===== config.mk =====
export PLATFORM = sky130hd
export DESIGN_NAME = nr_divider_seq
export DESIGN_NICKNAME = d
export VERILOG_FILES = /design/src/rtl/nr_div_pkg.sv /design/src/rtl/nr_div_step.sv /design/src/rtl/nr_divider_seq.sv
export SDC_FILE = /design/constraint.sdc
export NUM_CORES = 1
export LEC_CHECK = 0
export ABC_AREA = 1
export CAP_MARGIN = 20
export CORE_AREA = 5 5 68 100
export CTS_CLUSTER_SIZE = 8
export DETAILED_ROUTE_END_ITERATION = 16
export DIE_AREA = 0 0 73 105
export MAX_ROUTING_LAYER = met4
export PLACE_DENSITY = 0.86
export SYNTH_ARGS = -nofsm -noshare
export SYNTH_HDL_FRONTEND = slang
export SYNTH_HIERARCHICAL = 1
export SYNTH_SLANG_ARGS = --single-unit

===== constraint.sdc =====
create_clock -name clk -period 3.33 [get_ports clk]
set_input_delay 0.4995 -clock clk [delete_from_list [all_inputs] [get_ports clk]]
set_output_delay 0.4995 -clock clk [all_outputs]
set_load 0.01 [all_outputs]

===== src/rtl/nr_div_pkg.sv =====
// Shared definitions for the iterative non-restoring divider: FSM encoding,
// iteration count and parameter legality helpers.
// Latency/backpressure: n/a (package only).
package nr_div_pkg;

    typedef enum logic [1:0] {
        IDLE = 2'd0,
        RUN  = 2'd1,
        FIX  = 2'd2,
        DONE = 2'd3
    } state_t;

    // Number of RUN cycles; guarded so an illegal unroll of 0 does not divide by zero
    // before the legality check gets a chance to report it.
    function automatic int calc_iter(input int dw, input int unroll);
        return (unroll > 0) ? (dw / unroll) : 1;
    endfunction

    function automatic bit params_ok(input int dw, input int dvw, input int unroll);
        return (dw >= 2) && (dvw >= 1) && (dvw <= dw) &&
               (unroll >= 1) && ((dw % unroll) == 0);
    endfunction

endpackage


===== src/rtl/nr_div_step.sv =====
// One combinational non-restoring division step: shift in a dividend bit, add or subtract D.
// Latency: 0 cycles (pure combinational). Backpressure: none, no handshake.
// Ports: p_in/p_out partial remainder (DVW+1 bits, two's complement), q_msb next dividend
//        bit, d divisor, q_bit retired quotient bit.
module nr_div_step
    import nr_div_pkg::*;
#(
    parameter int DVW = 8
) (
    input  logic [DVW:0]   p_in,
    input  logic           q_msb,
    input  logic [DVW-1:0] d,
    output logic [DVW:0]   p_out,
    output logic           q_bit
);

    logic [DVW:0] shifted;
    logic [DVW:0] d_ext;

    // The shifted value 2P+b may exceed the DVW+1 bit range, so the add/subtract decision
    // uses the sign of P before the shift (same sign mathematically). The result always
    // lands back in [-D, D), so modular arithmetic in DVW+1 bits yields the exact value.
    assign shifted = {p_in[DVW-1:0], q_msb};
    assign d_ext   = {1'b0, d};
    assign p_out   = p_in[DVW] ? (shifted + d_ext) : (shifted - d_ext);
    assign q_bit   = ~p_out[DVW];

endmodule


===== src/rtl/nr_divider_seq.sv =====
// Iterative unsigned non-restoring divider, UNROLL quotient bits per clock, one op in flight.
// Latency: out_valid rises ITER+2 cycles after the accept cycle, independent of the operands.
// Backpressure: results held in DONE until out_ready; in_ready only in IDLE.
// Ports: clk, rst (sync, active high); in_valid/in_ready with dividend[DW], divisor[DVW];
//        out_valid/out_ready with quotient[DW], remainder[DVW], div_zero.
module nr_divider_seq
    import nr_div_pkg::*;
#(
    parameter int DW     = 8,
    parameter int DVW    = 8,
    parameter int UNROLL = 1
) (
    input  logic           clk,
    input  logic           rst,
    input  logic           in_valid,
    output logic           in_ready,
    input  logic [DW-1:0]  dividend,
    input  logic [DVW-1:0] divisor,
    output logic           out_valid,
    input  logic           out_ready,
    output logic [DW-1:0]  quotient,
    output logic [DVW-1:0] remainder,
    output logic           div_zero
);

    localparam int ITER = calc_iter(DW, UNROLL);
    localparam int CW   = $clog2(ITER + 1);

    generate
        if (!params_ok(DW, DVW, UNROLL)) begin : g_bad_params
            $error("nr_divider_seq: illegal DW/DVW/UNROLL combination");
        end
    endgenerate

    state_t         state_q;
    state_t         state_d;
    logic [CW-1:0]  cnt_q;
    logic [DVW:0]   p_q;
    logic [DW-1:0]  q_q;
    logic [DVW-1:0] d_q;
    logic [DVW-1:0] dvd_lo_q;   // dividend low bits, q_q is shifted away during RUN
    logic           accept;
    logic           cnt_last;
    logic [DVW-1:0] rem_fix;

    logic [UNROLL:0][DVW:0] p_chain;
    logic [UNROLL:0][DW-1:0] q_chain;
    logic [UNROLL-1:0]      q_bits;

    assign p_chain[0] = p_q;
    assign q_chain[0] = q_q;

    generate
        for (genvar i = 0; i < UNROLL; i++) begin : g_step
            nr_div_step #(.DVW(DVW)) u_step (
                .p_in  (p_chain[i]),
                .q_msb (q_chain[i][DW-1]),
                .d     (d_q),
                .p_out (p_chain[i+1]),
                .q_bit (q_bits[i])
            );
            assign q_chain[i+1] = {q_chain[i][DW-2:0], q_bits[i]};
        end
    endgenerate

    assign cnt_last = (cnt_q == CW'(ITER - 1));

    // Final correction; the corrected value lies in [0, D) so the low DVW bits suffice.
    assign rem_fix = p_q[DVW] ? (p_q[DVW-1:0] + d_q) : p_q[DVW-1:0];

    always_comb begin
        state_d   = state_q;
        in_ready  = 1'b0;
        out_valid = 1'b0;
        accept    = 1'b0;
        case (state_q)
            IDLE: begin
                in_ready = 1'b1;
                if (in_valid) begin
                    accept  = 1'b1;
                    state_d = RUN;
                end
            end
            RUN: begin
                if (cnt_last) state_d = FIX;
            end
            FIX: begin
                state_d = DONE;
            end
            DONE: begin
                out_valid = 1'b1;
                if (out_ready) state_d = IDLE;
            end
            default: state_d = IDLE;
        endcase
    end

    always_ff @(posedge clk) begin
        if (rst) begin
            state_q   <= IDLE;
            cnt_q     <= '0;
            p_q       <= '0;
            q_q       <= '0;
            d_q       <= '0;
            dvd_lo_q  <= '0;
            quotient  <= '0;
            remainder <= '0;
            div_zero  <= 1'b0;
        end else begin
            state_q <= state_d;
            if (accept) begin
                p_q      <= '0;
                q_q      <= dividend;
                d_q      <= divisor;
                dvd_lo_q <= dividend[DVW-1:0];
                cnt_q    <= '0;
            end
            if (state_q == RUN) begin
                p_q   <= p_chain[UNROLL];
                q_q   <= q_chain[UNROLL];
                cnt_q <= cnt_q + 1'b1;
            end
            if (state_q == FIX) begin
                if (d_q == '0) begin
                    // Datapath result is meaningless for a zero divisor; report a fixed pattern.
                    quotient  <= '1;
                    remainder <= dvd_lo_q;
                    div_zero  <= 1'b1;
                end else begin
                    quotient  <= q_q;
                    remainder <= rem_fix;
                    div_zero  <= 1'b0;
                end
            end
        end
    end

endmodule


==> results.md <==
- Pin count of the biggest net entering global routing: 32
- Syn avg cell area: 6.98 µm²
- FP Rows: 34
- Register bit total from synthesis: 56
- Final hold vios: 0
- Max Clock Freq: 412 MHz
- Vias in the first global route: 3,095
- IO Count: 39
- Sink Count: 56
- Sequential area share after synthesis: 33.3%
- Critical Path Sink Type: flop
- Asr flop ratio synth: 0%
- Number of gates resized after CTS: 0
- Worst hold path type: reg2reg
- Ys flop type: dfxtp_1
- Switch share: 48.0%
- First-pass GRT wire length: 13.7 mm
- DP HPWL: 6.16 mm
- CTS max path bufs: 2
- Static Leak: 1.77 nW
- WS Path Type: reg2reg
- Setup TNS: 0 ns
- Worst VDD drop: 676 µV
- Synth-to-Final Area Change: 14.2%
- GRT Util Overall: 22.6%
- PnR Total Power: 3.45 mW
- Initial antenna violation count: 0
- Clock power frac: 10.3%
- TritonCTS clock tree: yes
- Worst-margin pin slew: 0.626 ns
- Cells after synthesis: 482
- Seq pwr share: 30.3%
- Mapped Nets: 525
- WL final: 8.07 mm
- Non-Filler Instances: 587
- Final setup vio count: 0
- Max cap viols: 0
- Period utilization: 72.9%
- Post-CTS setup buffer count: 0
- Clock transition at the registers of the reported paths: 0.10 ns
- # H-tree levels: 2
- Crit path launch type: flop
- Yosys warns: 6
- RSZ-0062 raised after global routing: false
- Mapped cell area: 3360 µm²
- Via density per instance: 5.41
- CTS Buf Count: 5
- Total congestion overflow: 0
- Crit path arrival time: 2.67 ns
- N_diodes: 0
- Iteration-0 DRC Markers: 156
- Status: completed
- DRT Pass-1 Iters: 4
- EDFF count, synth: 0
- Fin nets: 558
- Worst Skew: 0.00600 ns
- Crit Path Max Fanout: 4
- Logic pwr share: 59.4%
- Tmin final: 2.43 ns
- Post-synthesis cell type count: 39
- Max-slew headroom: 58.3%
- Placed cell count: 580
- Post-route ant nets: 0
- Slew Limit Fails: 0
- Die X: 73 µm
- P_int: 1.79 mW
- Port buffer count: 38
- Worst Path Required: 3.57 ns
- Root buffer selected by CTS: clkbuf_8
- Global placement routability congestion: 0.936
- Vias: 3,175
- Core ar.: 5790 µm²
- Hold Slack: 0.472 ns
- # DRC: 0
- Die area: 7670 µm²
- DR WL/cell: 13.8 µm
- Worst-Skew Late Latency: 0.30 ns
- PwrDens: 899 nW/µm²
- Layout cell share with drive strength beyond 1: 7.57%
- Die Ht: 105 µm
- Initial Util: 58.1%
- Psw: 1.66 mW
- Hold buffers post-CTS: 0
cell usage in the layout (no fill, tap or decap), types with 2 or more instances in the layout:
master and n:
a211oi_1 3, a21oi_1 51, a31oi_1 2, buf_4 3, clkbuf_8 5, clkdlybuf4s50_1 38
clkinv_1 3, dfxtp_1 56, fa_1 2, ha_1 21, inv_1 61, inv_2 13
inv_4 2, nand2_1 119, nand2_2 5, nand3_1 24, nand3b_1 2, nand4_1 3
nand4_4 2, nor2_1 31, nor2_4 2, o21a_1 2, o21ai_0 29, o21ai_1 5
o22ai_1 8, xnor2_1 3, xor2_1 7
sequential cells by signal (all words and copies together), names as in the netlist:
| register | flops |
|---|---|
| p_q | 9 |
| cnt_q | 4 |
| q_q | 8 |
| dvd_lo_q | 8 |
| d_q | 8 |
| div_zero | 1 |
| remainder | 8 |
| quotient | 8 |
| state_q | 2 |
cell type report:
class,instances,area (µm²)
tap,72,90.1
fill,525,1950
inverter,79,302
clock inverter,1,5.00
sequential,56,1120
timing repair buffer,41,403
multi-input combinational,332,1850
clock buffer,6,72.6
critical path, cell delays in order, from the launching register on:
cell and delay (ns):
dfxtp_1 0.44, inv_2 0.06, ha_1 0.28, inv_1 0.04
o21ai_0 0.21, inv_1 0.10, fa_1 0.44, nand3b_1 0.17
nand2_1 0.14, nand2_2 0.08, nand2_4 0.07, nand3_1 0.06
nand2_1 0.07, nand2_1 0.05, a31oi_1 0.17
power groups by stage:
stage	registers (mW)	clock network [mW]	logic [mW]
final	1.05	0.355	2.05
after global routing	1.07	0.391	2.31
after detailed placement	1.05	0	2.03
after CTS	1.04	0.361	2.05
after global placement	1.05	0	1.97
after floorplan	1.02	0	1.56
stage by stage:
| step | setup WS, ns | area [µm²] | util [%] |
|---|---|---|---|
| 2_1_floorplan | 1.17 | 3360 | - |
| 3_3_place_gp | 1.03 | 3760 | 65.0 |
| 3_5_place_dp | 0.956 | 3760 | 65.0 |
| 4_1_cts | 0.916 | 3840 | 66.3 |
| 5_1_grt | 0.702 | 3840 | 66.3 |
| 6_report | 0.902 | 3840 | 66.3 |
cell usage after synthesis (4+ instances only):
cell      number  area [µm²]
a21oi_1       51         255
nand2_1      119         447
ha_1          21         263
xor2_1         7        61.3
o21ai_1        5        25.0
inv_1         61         229
o21ai_0       29         145
clkbuf_1       4        15.0
nand3_1       24         120
buf_6          4        45.0
buf_2          6        30.0
o22ai_1        8        50.1
inv_2         13        48.8
nand2_2        5        31.3
nor2_1        31         116
dfxtp_1       56        1120
layer usage:
| layer | up-vias | global-route usage, % | wire (µm) |
|---|---|---|---|
| li1 | 1615 | - | - |
| met1 | 1469 | 25.2 | 3260 |
| met2 | 77 | 40.5 | 4360 |
| met3 | 14 | 2.69 | 294 |
| met4 | 0 | 7.12 | 159 |
| met5 | - | - | 0 |
logic make-up after synthesis:
family                   Yosys count  share of synthesized area [%]
flip-flops                        56                           33.3
multiplexers                       1                          0.298
AO/OA/AOI/OAI                    106                           17.2
XOR/XNOR                          10                           2.61
adder cells (fa/ha/maj)           23                           9.01
AND/OR/NAND/NOR                  192                           25.8
buffers and inverters             94                           11.8
worst paths after layout:
check                                  from     endpoint  slack [ns]  depth (start not counted)
worst min register to register  dvd_lo_q[7]  dvd_lo_q[7]        0.47                          2
worst max register to register       d_q[1]       q_q[0]        0.90                         14
worst min-delay path            dvd_lo_q[7]  dvd_lo_q[7]        0.47                          2
worst max-delay path                 d_q[1]       q_q[0]        0.90                         14
Note: power is estimated with default switching activity, not from simulation.
